File: config.mk
export PLATFORM = sky130hd
export DESIGN_NAME = prefetch_buffer
export DESIGN_NICKNAME = d
export VERILOG_FILES = /design/src/rtl/prefetch_buffer.sv
export SDC_FILE = /design/constraint.sdc
export NUM_CORES = 1
export LEC_CHECK = 0
export CAP_MARGIN = 20
export CORE_MARGIN = 3
export CORE_UTILIZATION = 30
export CTS_CLUSTER_SIZE = 24
export DETAILED_ROUTE_END_ITERATION = 6
export PLACE_DENSITY = 0.56
export SETUP_SLACK_MARGIN = 0.05
export SYNTH_ARGS = -nofsm -noshare
export SYNTH_HDL_FRONTEND = slang
export SYNTH_SLANG_ARGS = --single-unit
File: constraint.sdc
create_clock -name clk -period 4.6 [get_ports clk]
set_input_delay 0.46 -clock clk [delete_from_list [all_inputs] [get_ports clk]]
set_output_delay 0.46 -clock clk [all_outputs]
set_load 0.01 [all_outputs]
File: src/rtl/prefetch_buffer.sv
// Instruction prefetch unit: pipelined bus fetch into a small word FIFO, RVC
// realignment, and one instruction plus PC per handshake toward decode.
module prefetch_buffer #(
  parameter logic [31:0] PC_RESET = 32'h0000_0000,
  parameter int          DEPTH    = 3,
  parameter int          NUM_REQS = 2
) (
  input  logic        clk,
  input  logic        rstn,
  output logic        instr_req_o,
  input  logic        instr_gnt_i,
  output logic [31:0] instr_addr_o,
  input  logic        instr_rvalid_i,
  input  logic [31:0] instr_rdata_i,
  input  logic        instr_err_i,
  input  logic        branch_i,
  input  logic [31:0] branch_addr_i,
  output logic        out_valid_o,
  input  logic        out_ready_i,
  output logic [31:0] out_instr_o,
  output logic [31:0] out_pc_o,
  output logic        out_compressed_o,
  output logic        out_err_o,
  output logic        busy_o
);
  localparam int CW = $clog2(DEPTH + 1);

  logic [31:0]      data_q [DEPTH];
  logic [31:0]      data_n [DEPTH];
  logic [DEPTH-1:0] err_q, err_n;
  logic [CW-1:0]    count_q, count_n, outstanding_q, outstanding_n, discard_q, wr_idx;
  logic [31:0]      fetch_addr_q, pc_q;
  logic             started_q;
  logic [CW:0]      reserved;
  logic             gnt_acc, drop, push, pop, fire;
  logic             has0, has1, compressed;
  logic [15:0]      half;

  // Space for every granted word is reserved up front, so a response can
  // always be written without back-pressure on the bus.
  assign reserved     = {1'b0, count_q} + {1'b0, outstanding_q};
  assign instr_req_o  = started_q && !branch_i &&
                        (outstanding_q < CW'(NUM_REQS)) && (reserved < (CW+1)'(DEPTH));
  assign instr_addr_o = fetch_addr_q;
  assign gnt_acc      = instr_gnt_i && (instr_req_o || branch_i);
  assign outstanding_n = outstanding_q + {{(CW-1){1'b0}}, gnt_acc}
                                       - {{(CW-1){1'b0}}, instr_rvalid_i};
  assign drop         = instr_rvalid_i && (discard_q != '0);
  assign push         = instr_rvalid_i && !drop;
  assign busy_o       = (outstanding_q != '0);

  assign has0       = (count_q != '0);
  assign has1       = (count_q > CW'(1));
  assign half       = pc_q[1] ? data_q[0][31:16] : data_q[0][15:0];
  assign compressed = (half[1:0] != 2'b11);

  always_comb begin
    out_instr_o      = data_q[0];
    out_valid_o      = has0;
    out_err_o        = err_q[0];
    out_compressed_o = compressed;
    if (compressed) begin
      out_instr_o = {16'h0000, half};
    end else if (pc_q[1]) begin
      // Upper half of entry0 followed by lower half of entry1; an erroring
      // first half is reported without waiting for the second word.
      out_instr_o = {data_q[1][15:0], data_q[0][31:16]};
      out_valid_o = has0 && (has1 || err_q[0]);
      out_err_o   = err_q[0] || (has1 && err_q[1]);
    end
  end
  assign out_pc_o = pc_q;

  // Handshake: an instruction transfers on any cycle where out_valid_o and
  // out_ready_i are both high; a transfer offered during a branch is void.
  assign fire   = out_valid_o && out_ready_i && !branch_i;
  assign pop    = fire && (pc_q[1] || !compressed);
  assign wr_idx = count_q - {{(CW-1){1'b0}}, pop};

  always_comb begin
    data_n  = data_q;
    err_n   = err_q;
    count_n = count_q - {{(CW-1){1'b0}}, pop} + {{(CW-1){1'b0}}, push};
    if (pop) begin
      for (int i = 0; i < DEPTH - 1; i++) begin
        data_n[i] = data_q[i+1];
        err_n[i]  = err_q[i+1];
      end
      data_n[DEPTH-1] = '0;
      err_n[DEPTH-1]  = 1'b0;
    end
    for (int i = 0; i < DEPTH; i++) begin
      if (push && (wr_idx == CW'(i))) begin
        data_n[i] = instr_rdata_i;
        err_n[i]  = instr_err_i;
      end
    end
  end

  always_ff @(posedge clk) begin
    if (!rstn) begin
      data_q        <= '{default: '0};
      err_q         <= '0;
      count_q       <= '0;
      outstanding_q <= '0;
      discard_q     <= '0;
      started_q     <= 1'b0;
      fetch_addr_q  <= {PC_RESET[31:2], 2'b00};
      pc_q          <= {PC_RESET[31:1], 1'b0};
    end else begin
      started_q     <= 1'b1;
      outstanding_q <= outstanding_n;
      data_q        <= data_n;
      err_q         <= err_n;
      if (branch_i) begin
        // Everything still in flight after this cycle belongs to the old path.
        count_q      <= '0;
        discard_q    <= outstanding_n;
        fetch_addr_q <= {branch_addr_i[31:2], 2'b00};
        pc_q         <= {branch_addr_i[31:1], 1'b0};
      end else begin
        count_q   <= count_n;
        discard_q <= discard_q - {{(CW-1){1'b0}}, drop};
        if (gnt_acc) fetch_addr_q <= fetch_addr_q + 32'd4;
        if (fire)    pc_q <= pc_q + (compressed ? 32'd2 : 32'd4);
      end
    end
  end
endmodule
== Word-level counts from Yosys, hierarchy flattened ==
Cells that the tools add are included.
Widths: inputs -> output; s select.

* Output and inout port bits: 101
* Input port bits: 71
* Bits in registers: 170
* Logic and storage cells: 82

* Magnitude comparators: 3
* Equality and inequality tests: 3
* Mux-type cells: 22
* Bitwise gates (word level): 1
* Reduce and logical (&&, ||, !) cells: 31
* Add/subtract/negate cells: 8

{| class="wikitable"
|+ Operators by type and width
! operator !! count
|-
| $mux 32 || 9
|-
| $mux 96 || 1
|-
| $add 32x3->32 || 1
|-
| $add 32x3->32 const B || 1
|-
| $mux 16 || 1
|-
| $reduce_bool 2->1 || 8
|-
| $logic_and 1x1->1 || 14
|-
| $mux 1 || 8
|-
| $mux 3 || 2
|-
| $sub 2x1->2 || 3
|-
| $add 2x1->2 || 2
|-
| $logic_or 1x1->1 || 4
|-
| $add 2x2->3 || 1
|-
| $logic_not 1->1 || 3
|-
| $lt 3x2->1 const B || 1
|-
| $eq 2x1->1 const B || 1
|-
| $eq 2x2->1 const B || 1
|-
| $gt 2x1->1 const B || 1
|-
| $logic_not 2->1 || 1
|-
| $lt 2x2->1 const B || 1
|-
| $mux 2 || 1
|-
| $ne 2x2->1 const B || 1
|-
| $reduce_or 2->1 || 1
|-
| $not 1->1 || 1
|}

== Logic depth before layout (Yosys ltp) ==
Gate-level depths: netlist of run 1.

* Depth in word-level cells: 12
* Mapped depth: 17
* Gate-level depth less buffers: 12

== Worst setup path before layout of run 1 ==
OpenSTA, ideal clock, no wires.

* Path type: register to register
* Start: register pc_q[1] (netlist: out_pc_o[1])
* End: register data_q[55] in the netlist's numbering
* Data required time: 4526 ps
* Slack: 997 ps
* Setup time: 74 ps
* Stages on the path, launching flop included: 18
* Path buffers: 5
* Period minus slack after synthesis: 3603 ps
* Arrival time: 3529 ps
* Path through: dfxtp_1 -> buf_2 -> mux2_2 -> nand2_1 -> clkbuf_1 -> ha_1 -> nor2_1 -> nand3_2 -> inv_2 -> clkbuf_1 -> ha_1 -> xor2_1 -> inv_1 -> nand3_1 -> clkbuf_1 -> clkbuf_1 -> o21ai_0 -> a31oi_1

* Cells in the longest elaborated chain, start to end: 10
* Elaborated cells on any way between the ends: 14
* Classes of those cells: add/sub (1); eq/ne (2); mux (4); reduce/logical (7)

{| class="wikitable"
|+ RTL lines
! what !! line !! RTL
|-
| start, declared || 32 || <nowiki>logic [31:0] fetch_addr_q, pc_q;</nowiki>
|-
| start signal, assigned || 109 || <nowiki>pc_q <= {PC_RESET[31:1], 1'b0};</nowiki>
|-
| start signal, assigned || 120 || <nowiki>pc_q <= {branch_addr_i[31:1], 1'b0};</nowiki>
|-
| start signal, assigned || 125 || <nowiki>if (fire) pc_q <= pc_q + (compressed ? 32'd2 : 32'd4);</nowiki>
|-
| $mux 16 * || 54 || <nowiki>assign half = pc_q[1] ? data_q[0][31:16] : data_q[0][15:0];</nowiki>
|-
| $ne 2x2->1 * || 55 || <nowiki>assign compressed = (half[1:0] != 2'b11);</nowiki>
|-
| via out_compressed_o || 22 || <nowiki>output logic out_compressed_o,</nowiki>
|-
| $mux 1 || 62 || <nowiki>if (compressed) begin</nowiki>
|-
| $logic_and 1x1->1 (2 in series) || 76 || <nowiki>assign fire = out_valid_o && out_ready_i && !branch_i;</nowiki>
|-
| $logic_and 1x1->1 * || 77 || <nowiki>assign pop = fire && (pc_q[1] || !compressed);</nowiki>
|-
| $sub 2x1->2 || 78 || <nowiki>assign wr_idx = count_q - {{(CW-1){1'b0}}, pop};</nowiki>
|-
| $eq 2x1->1 || 93 || <nowiki>if (push && (wr_idx == CW'(i))) begin</nowiki>
|-
| $logic_and 1x1->1 || 93 ||
|-
| $mux 32 or $reduce_bool 2->1 (tied branches) || - ||
|-
| end signal, assigned || 113 || <nowiki>data_q <= data_n;</nowiki>
|-
| end, declared || 28 || <nowiki>logic [31:0] data_q [DEPTH];</nowiki>
|}

The timed path passes the listed nets; every way through them passes the cells marked *.
A chain may end at the register's enable or synchronous reset.

== Worst setup path in the final report of run 1 ==
* Start: register pc_q[1] (netlist: out_pc_o[1])
* End: register err_q[1]

* Cells in the longest elaborated chain, start to end: 10
* Elaborated cells on any way between the ends: 14
* Classes of those cells: add/sub (1); eq/ne (2); mux (4); reduce/logical (7)

{| class="wikitable"
|+ RTL lines
! what !! line !! RTL
|-
| $mux 16 || 54 ||
|-
| $ne 2x2->1 || 55 ||
|-
| $mux 1 || 62 ||
|-
| $logic_and 1x1->1 (2 in series) || 76 ||
|-
| $logic_and 1x1->1 * || 77 ||
|-
| $sub 2x1->2 || 78 ||
|-
| $eq 2x1->1 || 93 ||
|-
| $logic_and 1x1->1 || 93 ||
|-
| $mux 1 or $reduce_bool 2->1 (tied branches) || - ||
|-
| end signal, assigned || 114 || <nowiki>err_q <= err_n;</nowiki>
|-
| end, declared || 30 || <nowiki>logic [DEPTH-1:0] err_q, err_n;</nowiki>
|}

Mark *: on every way between the ends. The rest lies on a longest branch, timed or not.

==> results of run 1 <==
[cell usage after synthesis (3+ instances only)]
cell type and instances:
inv_2 3, nor2_1 39, nand3_1 64, and4_1 7
mux2_2 19, buf_1 9, nor4_1 11, xor2_1 8
clkbuf_1 62, nor3_1 10, o31ai_1 4, nor3b_1 3
nand2_1 202, a22oi_1 4, or4_1 3, buf_2 9
or3_1 4, mux2i_1 17, buf_4 4, ha_1 10
nor4b_1 4, a311oi_1 3, nand2b_1 4, a31oi_1 81
a21oi_1 78, o21ai_0 108, xnor2_1 25, and2_1 6
nand4_1 18, inv_1 13, and3_1 10, dfxtp_1 167
o211ai_1 4
[cell type report]
type | instances | area [um2]
inverter | 16 | 60.1
tap | 341 | 427
antenna | 1 | 2.50
fill | 2783 | 16200
multi-input combinational | 786 | 4540
clock buffer | 17 | 425
timing repair buffer | 183 | 1800
clock inverter | 15 | 196
sequential | 167 | 3340
[worst paths after layout]
path	startpoint	slack, ns	cells after the start	endpoint
max reg2reg	out_pc_o[1]	1.28	13	err_q[1]
min reg2reg	data_q[8]	0.46	2	data_q[8]
min	data_q[8]	0.46	2	data_q[8]
max	out_pc_o[1]	1.28	13	err_q[1]
[stage by stage]
step | worst slack (ns) | hold WS (ns) | cells
after floorplan | 0.997 | 0.440 | 1054
after global routing | 0.920 | 0.488 | 1526
after global placement | 1.33 | 0.450 | 1492
after CTS | 1.24 | 0.466 | 1524
final | 1.28 | 0.464 | 1526
after detailed placement | 1.24 | 0.456 | 1492
[placed cells by master, fill, tap and decap left out, types with 6 or more instances in the layout]
| cell | synthesis | layout |
|---|---|---|
| nand2_1 | 202 | 202 |
| dfxtp_1 | 167 | 166 |
| clkdlybuf4s50_1 | 0 | 166 |
| o21ai_0 | 108 | 108 |
| a31oi_1 | 81 | 81 |
| a21oi_1 | 78 | 77 |
| nand3_1 | 64 | 62 |
| nor2_1 | 39 | 39 |
| xnor2_1 | 25 | 25 |
| mux2_2 | 19 | 19 |
| nand4_1 | 18 | 18 |
| mux2i_1 | 17 | 17 |
| clkbuf_16 | 0 | 17 |
| buf_4 | 4 | 15 |
| inv_1 | 13 | 12 |
| nor4_1 | 11 | 11 |
| and3_1 | 10 | 10 |
| ha_1 | 10 | 10 |
| nor3_1 | 10 | 9 |
| xor2_1 | 8 | 8 |
| and4_1 | 7 | 7 |
| clkinv_8 | 0 | 7 |
| and2_1 | 6 | 6 |
[routing by layer]
metal / vias to the layer above / part of all wire
li1: 4003 / -
met1: 3841 / 0.47
met2: 192 / 0.46
met3: 30 / 0.049
met4: 2 / 0.019
met5: - / 0.00047
[registers in the layout, summed over array words and instances, names as in the netlist]
name           flops
out_pc_o          31
discard_q          2
err_q              3
outstanding_q      2
instr_addr_o      30
started_q          1
data_q            96
count_q            2
[cell families (layout without fill, tap and decap cells)]
kind of cell / after synthesis / count (layout) / synth area share
adder cells (fa/ha/maj): 12 / 12 / 0.0200
AND/OR/NAND/NOR: 399 / 399 / 0.230
AO/OA/AOI/OAI: 303 / 303 / 0.213
multiplexers: 36 / 36 / 0.0465
XOR/XNOR: 33 / 33 / 0.0350
other: 1 / 4 / 0.000454
buffers and inverters: 101 / 231 / 0.0500
flip-flops: 167 / 167 / 0.405
[critical path, delay by kind of cell, from the launching register on]
family          cells  cell delay, ns
buf+inv             5            1.19
fa+ha+maj           2            0.37
compound gates      2            0.24
flops               1            0.47
xor+xnor            1            0.12
simple gates        3            0.82
[power by group through the flow]
stage / clock [W] / combinational, W / sequential (W)
after floorplan: 0 / 0.000318 / 0.00166
after global placement: 0 / 0.000616 / 0.00168
after detailed placement: 0 / 0.000622 / 0.00168
after CTS: 0.00151 / 0.000624 / 0.00165
after global routing: 0.00156 / 0.000685 / 0.00166
final: 0.00147 / 0.000623 / 0.00165
==> impl_metrics.json, run 1 <==
{
  "syn_avg_cell_area_um2": 7.85,
  "dp_hpwl_mm": 18.8,
  "via_count": 8068,
  "drt_iter0_drc": 691,
  "cts_tree": "yes",
  "power_density_mw_per_mm2": 347,
  "slowest_delay_ns": 0.55,
  "vdd.ir_drop.worst_uv": 265,
  "cap_violations": 0,
  "yosys_warnings": 0,
  "dpl_cell_area_mm2": 0.0101,
  "slew_violations": 0,
  "clkLatencyLatePin_ns": 0.44,
  "grt_pass1_vias": 7376,
  "grt_busiest_layer": "met2",
  "combPwrFrac": 0.166,
  "status": "finished clean",
  "drt-total-wl_mm": 27.8,
  "p_int_w": 0.00259,
  "critPathArrivalTime_ns": 3.63,
  "crit_slowest_cell": "nand3_2",
  "die-area_mm2": 0.0296,
  "synth-seq-area-share": 0.405,
  "ys_ff_latch": 167,
  "overflow": 0,
  "ctsResizeCount": 0,
  "grt_pass1_wl_mm": 42.9,
  "use_met3": 0.0359,
  "row_count": 60,
  "p_seq_frac": 0.440,
  "drcViolationCount": 0,
  "avgViaCountPerCell": 5.29,
  "grt_max_degree": 100,
  "synthesis.area_mm2": 0.00826,
  "synthFlopType": "dfxtp_1",
  "cts_buffer_depth": 2,
  "use_met1": 0.258,
  "timing.final.crit_share": 0.721,
  "first_pass_iters": 5,
  "critPathLaunchType": "flop",
  "final.setup_skew_ns": 0.0166,
  "maxSlewHeadroom": 0.270,
  "worstSetupPathType": "flop to flop",
  "rsz0062_at_grt": "no",
  "finalPower_w": 0.00375,
  "worstMarginPinSlew_ns": 1.10,
  "critPathMaxFanout": 34,
  "nets": 1254,
  "post_drt_wl_per_cell_um": 18.2,
  "path_cells": "buf_4 > inv_1 > ha_1 > nor2_1 > nand3_4 > inv_2 > ha_1 > xor2_1 > inv_1 > nand3_2 > buf_4 > o21ai_0 > a31oi_1",
  "synth_area_leaders": "dfxtp_1 (40%), nand2_1 (9.2%), o21ai_0 (6.5%), a31oi_1 (6.1%), a21oi_1 (4.7%)",
  "start_util": 0.306,
  "die_y_um": 172,
  "pwr-share-clk": 0.394,
  "finalSetupViolations": 0,
  "hold_class": "flop to flop",
  "pin_count": 172,
  "clk_pin_slew_ns": 0.08,
  "cts_made_buffers": 17,
  "synth_edf_count": 0,
  "drive_gt1_frac": 0.0777,
  "port_buffers": 167,
  "antenna_found_initial": 2,
  "synth_cell_types": 63,
  "cts.sinks": 167,
  "finish.instance_area_mm2": 0.0108,
  "synth_top_area_share": 0.405,
  "groute.usage.overall": 0.184,
  "clock-root-buffer": "clkbuf_16",
  "setup_tns_ns": 0,
  "synth_top_cell_by_area": "dfxtp_1",
  "grtUsageMet2": 0.289,
  "final_hold_viol_count": 0,
  "syn-instance-count": 1052,
  "post_cts_buffers": 0,
  "period_needed_ns": 3.32,
  "p_sw_frac": 0.307,
  "max_freq_mhz": 301,
  "h-tree-depth": 4,
  "area_growth_pct": 30.7,
  "critical_path.endpoint_type": "flop",
  "leakagePower_nw": 3.56,
  "drtAntennaViolNets": 0,
  "place.gp.congestion": 0.830,
  "die_w_um": 172,
  "crit_required_ns": 4.91,
  "core_mm2": 0.0270,
  "final_util": 0.399,
  "synthArstFlopShare": 0,
  "switchingPower_w": 0.00115,
  "cts-hold-fix-buffers": 0
}
Power figures use the tool's default switching activity.
==> run 2, diff against run 1 <==
--- a/config.mk
+++ b/config.mk
@@ -10,7 +10,7 @@
 export CORE_UTILIZATION = 30
 export CTS_CLUSTER_SIZE = 24
 export DETAILED_ROUTE_END_ITERATION = 6
-export PLACE_DENSITY = 0.56
+export PLACE_DENSITY = 0.57
 export SETUP_SLACK_MARGIN = 0.05
 export SYNTH_ARGS = -nofsm -noshare
 export SYNTH_HDL_FRONTEND = slang
==> constraint.sdc (replaced) <==
create_clock -name clk -period 2.75 [get_ports clk]
set_input_delay 0.275 -clock clk [delete_from_list [all_inputs] [get_ports clk]]
set_output_delay 0.275 -clock clk [all_outputs]
set_load 0.01 [all_outputs]
==> run 2 against run 1 <==
  * Register-to-register slack got worse by 1.1 ns
  * Critical path type is now flop to output port
  * Via count rose by 2.0%
  * Cell count rose by 1.2%
  * Critical endpoint is now out_err_o
  * Largest cell class unchanged
  * Worst setup slack got worse by 1.1 ns
  * Non-clock buffer count rose by 17
==> impl_metrics.json, run 2 (synthesis results as in run 1) <==
{
  "status": "finished clean",
  "clkLatencyLatePin_ns": 0.43,
  "worstSetupPathType": "flop to output port",
  "post_cts_buffers": 0,
  "hold_class": "primary input to flop",
  "slew_violations": 0,
  "cts_tree": "yes",
  "place.gp.congestion": 0.827,
  "dp_hpwl_mm": 18.8,
  "clock-root-buffer": "clkbuf_16",
  "critical_path.endpoint_type": "output port",
  "drcViolationCount": 0,
  "port_buffers": 167,
  "worstMarginPinSlew_ns": 1.09,
  "layout_commonest_cell": "nand2_1",
  "cts-hold-fix-buffers": 0,
  "maxSlewHeadroom": 0.271,
  "h-tree-depth": 4,
  "final.setup_skew_ns": 0.0140,
  "antenna_found_initial": 4,
  "row_count": 60,
  "grt_pass1_vias": 7623,
  "die_y_um": 172,
  "final_hold_viol_count": 0,
  "cap_violations": 0,
  "finalSetupViolations": 0,
  "cts.sinks": 167,
  "area_growth_pct": 34.2,
  "die_w_um": 172,
  "grt_pass1_wl_mm": 43.3,
  "via_count": 8229,
  "period_needed_ns": 2.55,
  "timing.final.crit_share": 0.926,
  "pin_count": 172,
  "leakagePower_nw": 3.72,
  "first_pass_iters": 5,
  "largest_register_ffs": 96,
  "drive_gt1_frac": 0.0999,
  "cts_buffer_depth": 2,
  "cts_made_buffers": 17,
  "drtAntennaViolNets": 0,
  "core_mm2": 0.0270,
  "critPathMaxFanout": 27,
  "die-area_mm2": 0.0296,
  "setup_tns_ns": 0,
  "start_util": 0.306,
  "mostFrequentLayoutCells": "nand2_1 (201), clkdlybuf4s50_1 (165), dfxtp_1 (164)",
  "critPathLaunchType": "flop",
  "grt_max_degree": 113,
  "rsz0062_at_grt": "no",
  "avgViaCountPerCell": 5.33,
  "clk_pin_slew_ns": 0.07,
  "drt-total-wl_mm": 28.4,
  "groute.usage.overall": 0.184,
  "drt_iter0_drc": 677,
  "vdd.ir_drop.worst_uv": 393,
  "critPathArrivalTime_ns": 2.27,
  "post_drt_wl_per_cell_um": 18.4,
  "nets": 1271,
  "max_freq_mhz": 393,
  "final_util": 0.410,
  "crit_required_ns": 2.48,
  "regMostFlops": "data_q",
  "power_density_mw_per_mm2": 580,
  "overflow": 0
}
-- run 2: changes by cell type in the layout (fill, tap and decap cells not counted), sizes merged --
cell           before  now
clkinv              8    4
buf                17   32
clkbuf             17   20
bufinv              0    2
dlygate4sd2         0    1
clkdlybuf4s50     166  165
inv                23   24
diode               1    2
-- run 2: worst paths after layout --
path         slack [ns]  cells past startpoint   startpoint      endpoint
min                0.34                      2         rstn     started_q
max                0.20                      5  out_pc_o[1]     out_err_o
min reg2reg        0.46                      2   data_q[27]    data_q[27]
max reg2reg        0.22                     12   count_q[0]  discard_q[1]
-- run 2: per-stage QoR --
| stage | power [W] | hold slack [ns] | cell area [um2] | std cells | worst slack, ns |
|---|---|---|---|---|---|
| final | 0.00643 | 0.342 | 11100 | 1544 | 0.202 |
| after global routing | 0.00669 | 0.340 | 11100 | 1544 | 0.0605 |
| after CTS | 0.00644 | 0.323 | 11000 | 1540 | 0.0560 |
| after detailed placement | 0.00390 | 0.455 | 10400 | 1508 | 0.0940 |
| after global placement | 0.00389 | 0.449 | 10400 | 1508 | 0.0800 |
| after floorplan | 0.00335 | 0.303 | 8460 | 1054 | 0.0566 |
-- run 2: final cells by class --
class                   instances  area [um2]
fillers                      2691       15900
well taps                     341         427
diodes                          2        5.00
clock inverters                14         181
clock buffers                  18         439
multi-input cells             786        4610
repair buffers                200        2010
inverters                      16        60.1
flip-flops and latches        167        3350
-- run 2: critical path: stages, from the launching register on --
cell and delay [ns]:
dfxtp_2 0.44, buf_4 0.20, buf_6 0.28, and3_1 0.20, a31o_2 0.18, clkdlybuf4s50_1 0.54
-- run 2: power by group --
| group | total, W | switching (W) | internal [W] |
|---|---|---|---|
| logic | 0.00113 | 0.000567 | 0.000563 |
| registers | 0.00276 | 0.000172 | 0.00259 |
| clock network | 0.00254 | 0.00113 | 0.00141 |
| total | 0.00643 | 0.00187 | 0.00456 |
-- run 2: layer usage --
| layer | track usage | vias up | wire [um] | share of wire |
|---|---|---|---|---|
| met2 | 0.280 | 214 | 13000 | 0.46 |
| met5 | 0 | - | 21 | 0.00074 |
| met3 | 0.0446 | 43 | 1680 | 0.059 |
| met4 | 0.0535 | 4 | 575 | 0.020 |
| met1 | 0.261 | 3917 | 13200 | 0.46 |
| li1 | - | 4051 | - | - |
-- run 2: repair_timing --
item / 4_1_cts / 5_1_grt
hold endpoints to repair: 0 / 0
resized for setup: 1 / 10
setup endpoints to repair: 1 / 22
gates cloned: 0 / 2
pin swaps: 1 / 3
